$ cat src/rtl/seg_pkg.sv
// Shared constants for the 7-segment scan decoder.
// Segment patterns (seg[6:0], g..a, active low) and FSM state encoding.
package seg_pkg;

  localparam logic [6:0] SEG_0 = 7'h40;
  localparam logic [6:0] SEG_1 = 7'h79;
  localparam logic [6:0] SEG_2 = 7'h24;
  localparam logic [6:0] SEG_3 = 7'h30;
  localparam logic [6:0] SEG_4 = 7'h19;
  localparam logic [6:0] SEG_5 = 7'h12;
  localparam logic [6:0] SEG_6 = 7'h02;
  localparam logic [6:0] SEG_7 = 7'h78;
  localparam logic [6:0] SEG_8 = 7'h00;
  localparam logic [6:0] SEG_9 = 7'h18;
  localparam logic [6:0] SEG_A = 7'h08;
  localparam logic [6:0] SEG_B = 7'h03;
  localparam logic [6:0] SEG_C = 7'h46;
  localparam logic [6:0] SEG_D = 7'h21;
  localparam logic [6:0] SEG_E = 7'h06;
  localparam logic [6:0] SEG_F = 7'h0E;

  localparam logic [6:0] SEG_BLANK = 7'h7F;

  typedef enum logic [1:0] {
    ST_IDLE,
    ST_SETTLE,
    ST_HOLD
  } state_e;

endpackage

$ cat src/rtl/seg_pattern_lookup.sv
// Combinational segment pattern -> hex nibble lookup.
// Ports: seg_i[6:0] in; hit_o (pattern in table), code_o[3:0] out.
module seg_pattern_lookup
  import seg_pkg::*;
(
  input  logic [6:0] seg_i,
  output logic       hit_o,
  output logic [3:0] code_o
);

  always_comb begin
    hit_o  = 1'b1;
    code_o = 4'h0;
    unique case (seg_i)
      SEG_0:   code_o = 4'h0;
      SEG_1:   code_o = 4'h1;
      SEG_2:   code_o = 4'h2;
      SEG_3:   code_o = 4'h3;
      SEG_4:   code_o = 4'h4;
      SEG_5:   code_o = 4'h5;
      SEG_6:   code_o = 4'h6;
      SEG_7:   code_o = 4'h7;
      SEG_8:   code_o = 4'h8;
      SEG_9:   code_o = 4'h9;
      SEG_A:   code_o = 4'hA;
      SEG_B:   code_o = 4'hB;
      SEG_C:   code_o = 4'hC;
      SEG_D:   code_o = 4'hD;
      SEG_E:   code_o = 4'hE;
      SEG_F:   code_o = 4'hF;
      default: hit_o  = 1'b0;
    endcase
  end

endmodule

$ cat src/rtl/seg_scan_decoder.sv
// Recovers hex digits from a multiplexed active-low 7-segment bus.
// Ports: clk, rst_n, an[NDIG], seg[8] in; value, dig_vld, dp_on,
//   cap_stb, err_stb, err_dig, frame_done, frame_value out.
// Option: SEG_BLANK_DETECT_EN accepts seg[6:0]=7F as a blank digit.
module seg_scan_decoder
  import seg_pkg::*;
#(
  parameter int NDIG       = 8,
  parameter int STABLE_CYC = 16
) (
  input  logic              clk,
  input  logic              rst_n,
  input  logic [NDIG-1:0]   an,
  input  logic [7:0]        seg,
  output logic [4*NDIG-1:0] value,
  output logic [NDIG-1:0]   dig_vld,
  output logic [NDIG-1:0]   dp_on,
  output logic              cap_stb,
  output logic              err_stb,
  output logic [2:0]        err_dig,
  output logic              frame_done,
  output logic [4*NDIG-1:0] frame_value
);

  localparam int CW = $clog2(STABLE_CYC);
  localparam logic [CW-1:0] CNT_MAX = CW'(STABLE_CYC - 1);

  logic [NDIG-1:0]   an_q1, an_q2, an_q3;
  logic [7:0]        seg_q1, seg_q2, seg_q3;
  state_e            state_q;
  logic [CW-1:0]     cnt_q;
  logic [NDIG-1:0]   seen_q, seen_d;
  logic [4*NDIG-1:0] value_q, value_d;
  logic [NDIG-1:0]   vld_q, dp_q;
  logic              cap_q, err_q, frm_q;
  logic [2:0]        edig_q;
  logic [4*NDIG-1:0] fval_q;

  logic [NDIG-1:0] dsel;
  logic            an_ok, same;
  logic [2:0]      idx;
  logic            hit, blank, cap_go;
  logic [3:0]      code;

  // q2 is the synchronised sample; q3 is the previous one
  assign dsel  = ~an_q2;
  assign an_ok = $onehot(dsel);
  assign same  = (an_q2 == an_q3) && (seg_q2 == seg_q3);

  always_comb begin
    idx = '0;
    for (int i = 0; i < NDIG; i++) begin
      if (dsel[i]) idx = 3'(i);
    end
  end

  seg_pattern_lookup u_lookup (
    .seg_i  (seg_q2[6:0]),
    .hit_o  (hit),
    .code_o (code)
  );

`ifdef SEG_BLANK_DETECT_EN
  assign blank = (seg_q2[6:0] == SEG_BLANK);
`else
  assign blank = 1'b0;
`endif

  assign cap_go = (state_q == ST_SETTLE) && an_ok
               && same && (cnt_q == CNT_MAX);

  always_comb begin
    value_d = value_q;
    if (hit) value_d[4*idx +: 4] = code;
    seen_d = seen_q | dsel;
  end

  always_ff @(posedge clk or negedge rst_n) begin
    if (!rst_n) begin
      an_q1   <= '0;
      an_q2   <= '0;
      an_q3   <= '0;
      seg_q1  <= '0;
      seg_q2  <= '0;
      seg_q3  <= '0;
      state_q <= ST_IDLE;
      cnt_q   <= '0;
      seen_q  <= '0;
      value_q <= '0;
      vld_q   <= '0;
      dp_q    <= '0;
      cap_q   <= 1'b0;
      err_q   <= 1'b0;
      frm_q   <= 1'b0;
      edig_q  <= '0;
      fval_q  <= '0;
    end else begin
      an_q1  <= an;
      an_q2  <= an_q1;
      an_q3  <= an_q2;
      seg_q1 <= seg;
      seg_q2 <= seg_q1;
      seg_q3 <= seg_q2;
      cap_q  <= 1'b0;
      err_q  <= 1'b0;
      frm_q  <= 1'b0;

      case (state_q)
        ST_IDLE: begin
          cnt_q <= '0;
          if (an_ok) state_q <= ST_SETTLE;
        end
        ST_SETTLE: begin
          if (!an_ok) begin
            state_q <= ST_IDLE;
            cnt_q   <= '0;
          end else if (!same) begin
            cnt_q <= '0;
          end else if (cnt_q == CNT_MAX) begin
            state_q <= ST_HOLD;
            cnt_q   <= '0;
          end else begin
            cnt_q <= cnt_q + 1'b1;
          end
        end
        ST_HOLD: begin
          cnt_q <= '0;
          if (!an_ok) state_q <= ST_IDLE;
          else if (!same) state_q <= ST_SETTLE;
        end
        default: begin
          state_q <= ST_IDLE;
          cnt_q   <= '0;
        end
      endcase

      if (cap_go) begin
        if (hit || blank) begin
          value_q     <= value_d;
          vld_q[idx]  <= hit;
          dp_q[idx]   <= ~seg_q2[7];
          cap_q       <= 1'b1;
          if (&seen_d) begin
            frm_q  <= 1'b1;
            fval_q <= value_d;
            seen_q <= '0;
          end else begin
            seen_q <= seen_d;
          end
        end else begin
          err_q  <= 1'b1;
          edig_q <= idx;
        end
      end
    end
  end

  assign value       = value_q;
  assign dig_vld     = vld_q;
  assign dp_on       = dp_q;
  assign cap_stb     = cap_q;
  assign err_stb     = err_q;
  assign err_dig     = edig_q;
  assign frame_done  = frm_q;
  assign frame_value = fval_q;

endmodule

$ cat config.mk
export PLATFORM = sky130hd
export DESIGN_NAME = seg_scan_decoder
export DESIGN_NICKNAME = d
export VERILOG_FILES = /design/src/rtl/seg_pkg.sv /design/src/rtl/seg_pattern_lookup.sv /design/src/rtl/seg_scan_decoder.sv
export SDC_FILE = /design/constraint.sdc
export NUM_CORES = 1
export LEC_CHECK = 0
export ABC_AREA = 0
export CORE_MARGIN = 10
export CORE_UTILIZATION = 45
export CTS_CLUSTER_DIAMETER = 150
export DETAILED_ROUTE_END_ITERATION = 7
export PLACE_DENSITY_LB_ADDON = 0.15
export SLEW_MARGIN = 20
export SYNTH_ARGS = -nofsm -noshare
export SYNTH_HDL_FRONTEND = slang
export SYNTH_SLANG_ARGS = --single-unit
$ cat constraint.sdc
create_clock -name clk -period 13.1 [get_ports clk]
set_input_delay 2.62 -clock clk [delete_from_list [all_inputs] [get_ports clk]]
set_output_delay 2.62 -clock clk [all_outputs]
set_load 0.01 [all_outputs]
* Word level (Yosys, flattened, before mapping)
Cells that the tools add are included.
Word-level totals: register bits 148, latch bits 0, bits in writable memories 0, ROM bits 0, output and inout bits 86, logic and storage cells 105, memories 0
Operators by class: add/subtract/negate cells 9, multiply operators 0, divide/modulo/power cells 0, $lt $le $gt $ge 2, equal/unequal tests 25, shifts and indexed selects 2, multiplexer cells 33, bitwise logic cells 4, reduce and logical (&&, ||, !) cells 13
Operators with widths (count):
- 4-bit case mux with 15 select lines | 1
- 5-bit negation with 34-bit output | 1
- 4-bit by 34-bit variable shift with 32-bit output, first input constant | 1
- 4-bit by 34-bit indexed part select with 32-bit output | 1
- 32-bit bitwise mux | 1
- 7-bit == test, second input constant | 4
- 7-bit by 5-bit == test with 1-bit output, second input constant | 3
- 7-bit by 6-bit == test with 1-bit output, second input constant | 3
- 8-bit bitwise mux | 2
- 8-bit == test | 2
- 2-bit 2-to-1 mux | 8
- 4-bit 2-to-1 mux | 4
- 16-bit OR reduction | 1
- 7-bit by 2-bit == test with 1-bit output, second input constant | 2
- 7-bit by 4-bit == test with 1-bit output, second input constant | 2
- 3-bit 2-to-1 mux | 4
- 1-bit 2-to-1 mux | 10
- 10-bit AND reduction | 1
- 1-bit by 1-bit adder with 2-bit output | 4
- 8-bit 2-to-1 mux | 1
- 8-bit NOT | 1
- 8-bit OR | 1
- 8-bit AND reduction | 1
- 7-bit by 3-bit == test with 1-bit output, second input constant | 1
- other kinds (20) | 28

* Depth between registers and ports, before layout
depth in word-level cells 13, mapped depth 14, gate-level depth less buffers 13

* Modules after synthesis
Synthesis repeated with hierarchy kept, for this count alone.
Second synthesis, totals: cell total of the unflattened synthesis 537, area total of the unflattened synthesis 6678.9 sq um
By module, submodules not included:
- seg_scan_decoder | times used 1, cells an instance 486, area each 6277.3 sq um
- seg_pattern_lookup | times used 1, cells an instance 51, area each 401.6 sq um

* Least setup slack after synthesis
OpenSTA, ideal clock, no wires.
path kind flip-flop to flip-flop, start register an_q2[1], end register value_q[3], in the netlist value[3], library setup time 125 ps, arrival 4026 ps, data required time 12975 ps, path slack 8950 ps, stages on the path, launching flop included 15, buffers on the path 1, cells stage by stage dfrtp_1 > fa_1 > inv_1 > fa_1 > fa_1 > ha_1 > inv_1 > fa_1 > and3b_1 > a41oi_1 > nor2_1 > nand2_2 > buf_2 > nor4_4 > mux2_2
Between the ends: longest elaborated chain between the ends 11, elaborated cells between the ends (all ways) 22, those cells by class add/sub (4); eq/ne (2); shift (2); mux (8); bitwise (1); reduce/logical (5)
RTL lines:
- start, declared | line seg_scan_decoder.sv:28 | logic [NDIG-1:0] an_q1, an_q2, an_q3;
- start signal, assigned | line seg_scan_decoder.sv:99 | an_q2 <= an_q1;
- 8-bit NOT | line seg_scan_decoder.sv:46 | assign dsel = ~an_q2;
- 1-bit 2-to-1 mux | line seg_scan_decoder.sv:53 | if (dsel[i]) idx = 3'(i);
- 2-bit 2-to-1 mux (2 in a row) | line seg_scan_decoder.sv:53
- 3-bit 2-to-1 mux (4 in a row) | line seg_scan_decoder.sv:53
- 5-bit negation with 34-bit output | line seg_scan_decoder.sv:74 | if (hit) value_d[4*idx +: 4] = code;
- 4-bit by 34-bit indexed part select with 32-bit output or 4-bit by 34-bit variable shift with 32-bit output (tied branches) | line seg_scan_decoder.sv:74
- 32-bit bitwise mux | line seg_scan_decoder.sv:74
- end signal, assigned | line seg_scan_decoder.sv:139 | value_q <= value_d;
- end, declared | line seg_scan_decoder.sv:33 | logic [4*NDIG-1:0] value_q, value_d;
Several ways; a longest one is shown, not always the timed one. A chain may end at the register's enable or synchronous reset.

* Final worst setup path
start register an_q2[1], end register fval_q[18], in the netlist frame_value[18]
Between the ends: longest elaborated chain between the ends 11, elaborated cells between the ends (all ways) 23, those cells by class add/sub (4); eq/ne (2); shift (2); mux (8); bitwise (2); reduce/logical (5)
RTL lines:
- 8-bit NOT | line seg_scan_decoder.sv:46
- 1-bit 2-to-1 mux | line seg_scan_decoder.sv:53
- 2-bit 2-to-1 mux (2 in a row) | line seg_scan_decoder.sv:53
- 3-bit 2-to-1 mux (4 in a row) | line seg_scan_decoder.sv:53
- 5-bit negation with 34-bit output | line seg_scan_decoder.sv:74
- 4-bit by 34-bit indexed part select with 32-bit output or 4-bit by 34-bit variable shift with 32-bit output (tied branches) | line seg_scan_decoder.sv:74
- 32-bit bitwise mux | line seg_scan_decoder.sv:74
- end signal, assigned | line seg_scan_decoder.sv:145 | fval_q <= value_d;
- end, declared | line seg_scan_decoder.sv:37 | logic [4*NDIG-1:0] fval_q;
Several ways; a longest one is shown, not always the timed one.

==> results.sh <==
export IMPL_num_vias=4698
export IMPL_routed_wl_um=15900
export IMPL_skew_ps=6.65
export IMPL_gr_usage_met1_pct=20.5
export IMPL_grt_busiest_layer="met2"
export IMPL_rsz0062_at_grt="false"
export IMPL_synth_distinct_cells=53
export IMPL_drc=0
export IMPL_cp_common_cell="fa_1"
export IMPL_detail_route_iter0_violations=301
export IMPL_dieWidth_um=142
export IMPL_cts_tree="done"
export IMPL_tns_ps=0
export IMPL_register_area_mm2=0.00370
export IMPL_finalHoldViolations=0
export IMPL_worst_path_stages=13
export IMPL_r2r_start="an_q2[1]$_DFF_PN0_"
export IMPL_grt_max_degree=82
export IMPL_cts_buffer_depth=2
export IMPL_drive_gt1_share_pct=13.8
export IMPL_final_common_cell="dfrtp_1"
export IMPL_powerDensity_mw_per_mm2=125
export IMPL_die_y_um=142
export IMPL_relSlewSlack_pct=30.8
export IMPL_clkPwrFrac_pct=48.8
export IMPL_worstSetupPathType="reg -> reg"
export IMPL_htreeDepth=4
export IMPL_grt_total_usage_pct=16.4
export IMPL_postCtsHoldBufs=0
export IMPL_ff2ff_setup_slack_ps=7930
export IMPL_critPathSlowestCell="and3_1"
export IMPL_fillers=1228
export IMPL_ff2ff_path_depth=13
export IMPL_routabilityCongestion=0.876
export IMPL_fin_ws_ps=7930
export IMPL_antenna_found_initial=0
export IMPL_setup_violations=0
export IMPL_synth_edf_count=0
export IMPL_start_kind="register"
export IMPL_post_cts_setup_buffer_count=0
export IMPL_sequentialPowerShare_pct=45.2
export IMPL_design_core_area_mm2=0.0145
export IMPL_fmax_mhz=193
export IMPL_nets=700
export IMPL_cts_root_buf="clkbuf_16"
export IMPL_start_util_pct=45.9
export IMPL_cts_reportedPaths_clkPinSlew_ps=60
export IMPL_wire_per_inst_um=18.3
export IMPL_grtUsageMet2_pct=26.7
export IMPL_crit_path_end="frame_value[18]$_DFFE_PN0P_"
export IMPL_switching_share_pct=22.4
export IMPL_worstMarginPinSlew_ps=1040
export IMPL_peakVddDrop_uv=106
export IMPL_finalMaxSlewViolations=0
export IMPL_layout_min_cycle_time_ps=5170
export IMPL_drt_vias_per_instance=5.42
export IMPL_dr_pass1_iters=4
export IMPL_io_buffers=103
export IMPL_p_int_uw=817
export IMPL_clock_latency_ps=420
export IMPL_syn_nets=604
export IMPL_startpoint="an_q2[1]$_DFF_PN0_"
export IMPL_crit_fanout=21
export IMPL_path_delay_family="adder cells"
export IMPL_max_cap_viol_count=0
export IMPL_worstPathRequired_ps=13400
export IMPL_numCtsBuffers=17
export IMPL_numClockSinks=148
export IMPL_ys_seq_area_share_pct=55.7
export IMPL_worst_setup_path_end_kind="register"
export IMPL_synthArstFlopShare_pct=100
export IMPL_leakage_uw=0.00385
export IMPL_worstPathCellList="fa_1, inv_1, fa_1, fa_1, ha_1, inv_1, fa_1, and3b_1, a41oi_1, nor3_1, and3_1, buf_4, mux2_2"
export IMPL_multiInputGateArea_mm2=0.00257
export IMPL_grt_pass1_vias=4890
export IMPL_r2r_end="frame_value[18]$_DFFE_PN0P_"
export IMPL_fin_crit_sh_pct=39.5
export IMPL_io_pins=104
export IMPL_detail_route_antenna_nets=0
export IMPL_die_area_mm2=0.0200
export IMPL_synth_seq_cells=148
export IMPL_crit_path_max_incr_delay_ps=870
export IMPL_netSwitchingPower_uw=236
export IMPL_syn_to_final_growth_pct=26.4
export IMPL_dp_hpwl_um=11400
export IMPL_hold_class="reg -> reg"
export IMPL_met3_usage_pct=4.37
export IMPL_final_cell_mix="148 x dfrtp_1, 102 x clkdlybuf4s50_1, 49 x inv_1"
export IMPL_crit_buf_inv=3
export IMPL_syn_avg_cell_area_um2=11.6
export IMPL_synth_cells=573
export IMPL_synth_flop_cell="dfrtp_1"
export IMPL_ctsResizeCount=0
export IMPL_grt_pass1_wl_um=26300
export IMPL_yosysWarnings=0
export IMPL_p_comb_share_pct=6.0
export IMPL_gr_total_overflow=0
export IMPL_outcome="finished, final reports clean"
export IMPL_num_rows=44
export IMPL_pre_cts_ws_ps=7950
export IMPL_syn_cell_area_mm2=0.00665
export IMPL_antenna_cells=0
export IMPL_arrival_ps=5470
stage by stage:
step	power (uW)	std cells	util (%)	area, um^2	hold WS [ps]
6_report	1050	866	58.0	8400	346
5_1_grt	1100	866	58.0	8400	353
4_1_cts	1060	866	58.0	8390	348
3_5_place_dp	547	834	53.6	7760	335
3_3_place_gp	544	834	53.6	7760	332
2_1_floorplan	519	573	-	6650	331
layout make-up:
class                           instances  share of cell area (%)
Clock buffer                           19                    5.39
Tap cell                              184                    2.74
Clock inverter                         13                    2.15
Sequential cell                       148                    44.1
Timing Repair Buffer                  109                    12.9
Multi-Input combinational cell        344                    30.6
Inverter                               49                    2.19
synthesized netlist by cell type (5+ instances only):
cell	number	area, um^2
a31oi_1	5	31.3
a41oi_1	7	61.3
buf_2	16	80.1
buf_6	6	67.6
clkbuf_1	8	30.0
dfrtp_1	148	3700
ha_1	9	113
inv_1	49	184
mux2_2	46	518
mux2i_1	32	320
nand2_1	41	154
nand2b_1	10	62.6
nand3_1	18	90.1
nand3b_1	5	37.5
nand4_1	14	87.6
nor2_1	23	86.3
nor3_1	14	70.1
o21ai_0	30	150
or4_1	9	67.6
xnor2_1	20	175
logic make-up (layout without fill, tap and decap cells):
kind of cell | after synthesis | in the layout | share of synthesized area, %
flip-flops | 148 | 148 | 55.7
AND/OR/NAND/NOR | 168 | 168 | 14.1
AO/OA/AOI/OAI | 62 | 62 | 5.89
adder cells (fa/ha/maj) | 13 | 13 | 2.90
buffers and inverters | 81 | 190 | 5.67
XOR/XNOR | 21 | 21 | 2.77
multiplexers | 80 | 80 | 13.0
worst register-to-register path: stages (launching register included):
cell and delay (ps):
dfrtp_1 480, fa_1 540, inv_1 50, fa_1 460, fa_1 500, ha_1 170, inv_1 60, fa_1 510
and3b_1 160, a41oi_1 220, nor3_1 220, and3_1 870, buf_4 440, mux2_2 380
power by group through the flow:
stage                     logic, uW  registers (uW)  clock network [uW]
after floorplan                41.0             478                   0
after detailed placement       62.8             484                   0
after global routing           71.4             477                 549
final                          62.8             476                 514
after CTS                      63.2             476                 526
after global placement         60.4             484                   0
registers in the layout, summed over array words and instances (netlist names), 4 cells and up:
name         flops
frame_value     32
dig_vld          8
an_q3            8
an_q2            8
cnt_q            4
an_q1            8
seg_q3           8
seen_q           8
value           32
dp_on            8
seg_q2           8
seg_q1           8
layer usage:
metal	wire length [um]	part of all wire, %
met5	0	0
met4	248	1.6
met1	6820	43
met2	7910	50
met3	884	5.6
how the worst min path moves through the flow:
stage | start | endpoint | cells past startpoint
floorplan | an_q1[0]$_DFF_PN0_ | an_q2[0]$_DFF_PN0_ | 0
finish | seg_q1[5]$_DFF_PN0_ | seg_q2[5]$_DFF_PN0_ | 0
global placement | seg_q1[5]$_DFF_PN0_ | seg_q2[5]$_DFF_PN0_ | 0
CTS | seg_q1[5]$_DFF_PN0_ | seg_q2[5]$_DFF_PN0_ | 0
detailed placement | seg_q1[5]$_DFF_PN0_ | seg_q2[5]$_DFF_PN0_ | 0
global route | seg_q1[3]$_DFF_PN0_ | seg_q2[3]$_DFF_PN0_ | 0
Power figures use the tool's default switching activity.
==> patch, RTL diff (same settings) <==
`NDIG`: 8 -> 16. Comments in the files are not updated.
--- a/src/rtl/seg_scan_decoder.sv
+++ b/src/rtl/seg_scan_decoder.sv
@@ -7,3 +7,3 @@
 #(
-  parameter int NDIG       = 8,
+  parameter int NDIG       = 16,
   parameter int STABLE_CYC = 16
Ports: changed (5 resized); port bits go from 104 to 192. The function was not compared with the original's and may differ.
==> patch against the original RTL <==
- sequential cell count is 96 higher
- routed wire length is 68% higher
- non-clock buffer count is 71 higher
- hold slack worse by 0.0033 ns
- count of clock-buffer cells in the layout is 18 higher
- total power is 58% higher
- synthesized cell count is 53% higher
- first-iteration DRC count is 29% higher
- synthesized area is 57% higher
- final area is 59% higher
- setup slack worse by 0.61 ns
- global-route usage is 1.5 points higher
- critical endpoint is now frame_value[50]$_DFFE_PN0P_
- sequential power is 64% higher
==> patch: results (changes against the original RTL) <==
Run status:
- The run finished with clean final reports.

Floorplanning:
- The overall die area is 29750 um2 (+49%).

Finish:
- The fill cell instance count of the final layout was 1914 (+56%).
- The footprint of the multi-input gates is 3842 um2 (+50%).
- The fraction of layout instances using a drive strength above 1 is 13.05% (-0.73 points).
- The clock network contribution to total cell area was 6.798% (-0.74 points).
- The number of cells in the finished layout apart from fillers is 1378 (+59%).
- The non-clock buffer count in the final layout came to 180 (+65%).
- The fraction of area in registers was 45.82% (+1.7 points).
- The number of flip-flops and latches was 244 (+65%).
- The number of non-clock inverters is 73 (+49%).

Placement:
- The total instance count after detailed placement is 1329 (+59%).
- The HPWL after detailed placement came to 18840 um (+65%).
- The count of input and output buffers is 175 (+70%).

Worst setup path:
- The capturing point of the worst reg2reg path is frame_value[50]$_DFFE_PN0P_.
- The delay of the slowest cell on the worst path is 0.66 ns (-0.21 ns).
- The arrival time of the worst setup path is 6.19 ns (+0.72 ns).
- The depth of the most critical reg-to-reg path came to 17 (+4).
- The beginning of the worst register-to-register path is an_q2[3]$_DFF_PN0_.
- The worst-path cell with the longest stage delay is sky130_fd_sc_hd__nor3_1.
- The slack of the worst reg-to-reg path is 7.32 ns (-0.61 ns).
- The maximum net fanout on the critical path is 36 (+71%).

Global route:
- The aggregate global-route resource usage is 17.91% (+1.5 points).
- The maximum number of pins on one net before global-route repair is 127 (+55%).
- The via count of the first global-routing pass is 7295 (+49%).

Detailed routing:
- The detailed-route vias per instance is 5.113 (-5.7%).
- The routed length per instance is 19.30 um (+5.4%).
- The number of design-rule violations left by the first detailed-router iteration came to 388 (+29%).

Pwr:
- The peak supply drop is 0.08488 mV (-20%).
- The fraction of power spent switching nets is 23.20% (+0.79 points).
- The static leakage is 6.145 nW (+60%).
- The sequential group power came to 0.000780 W (+64%).

Synth:
- The sequential element share of the synthesized area came to 58.36% (+2.6 points).
- By area the synthesized netlist is led by sky130_fd_sc_hd__dfrtp_1, sky130_fd_sc_hd__mux2_2, sky130_fd_sc_hd__mux2i_1.
- The average size of a mapped cell is 11.93 um2 (+2.9%).
- The post-synthesis cell type count is 63 (+19%).

Clock network:
- The worst-case clock buffer depth is 3 (+1).
- The total clock buffers created by CTS is 26 (+9).
- The later-pin clock latency in the skew report came to 0.53 ns (+0.11 ns).
- The number of H-tree branching levels is 1 (-3).

Timing:
- The worst setup skew after layout was 0.009294 ns (+0.002646 ns).
- The transition time of the tightest slew-check pin is 0.9757 ns (-0.06246 ns).
[patch: through the flow]
| stage | worst slack (ns) | util, % | hold WS [ns] | total power [W] |
|---|---|---|---|---|
| final | 7.321 | 58.51 | 0.3432 | 0.001665 |
| after global routing | 6.980 | 58.51 | 0.3515 | 0.001734 |
| after CTS | 7.134 | 58.42 | 0.3464 | 0.001681 |
| after detailed placement | 7.155 | 54.44 | 0.3347 | 0.0009126 |
| after global placement | 7.372 | 54.44 | 0.3317 | 0.0009110 |
| after floorplan | 8.011 | - | 0.3312 | 0.0008691 |
[patch: worst min path at each step]
stage	end	cells past startpoint	slack, ns	from
6_report	seg_q2[1]$_DFF_PN0_	0	0.34	seg_q1[1]$_DFF_PN0_
5_1_grt	seg_q2[2]$_DFF_PN0_	0	0.35	seg_q1[2]$_DFF_PN0_
4_1_cts	seg_q2[1]$_DFF_PN0_	0	0.35	seg_q1[1]$_DFF_PN0_
3_5_place_dp	an_q2[5]$_DFF_PN0_	0	0.33	an_q1[5]$_DFF_PN0_
3_3_place_gp	an_q2[5]$_DFF_PN0_	0	0.33	an_q1[5]$_DFF_PN0_
2_1_floorplan	an_q2[0]$_DFF_PN0_	0	0.33	an_q1[0]$_DFF_PN0_
[patch: logic make-up after synthesis]
logic type	after synthesis	synth area share (%)
xor gates and xnor gates	26	2.177
and+or+nand+nor	219	11.82
buffers and inverters	128	5.525
other	1	0.03584
DFF	244	58.36
muxes	102	10.61
adders and majority gates	21	3.229
AOI/OAI and AO/OA	136	8.252
[patch: layer usage]
layer  up-vias  track usage (%)  routed length [um]
met5         -                0                   0
met4         0            3.861                 446
met3        27            3.580                1891
met2       190            29.41               12580
met1      3513            24.03               11680
li1       3316                -                   -
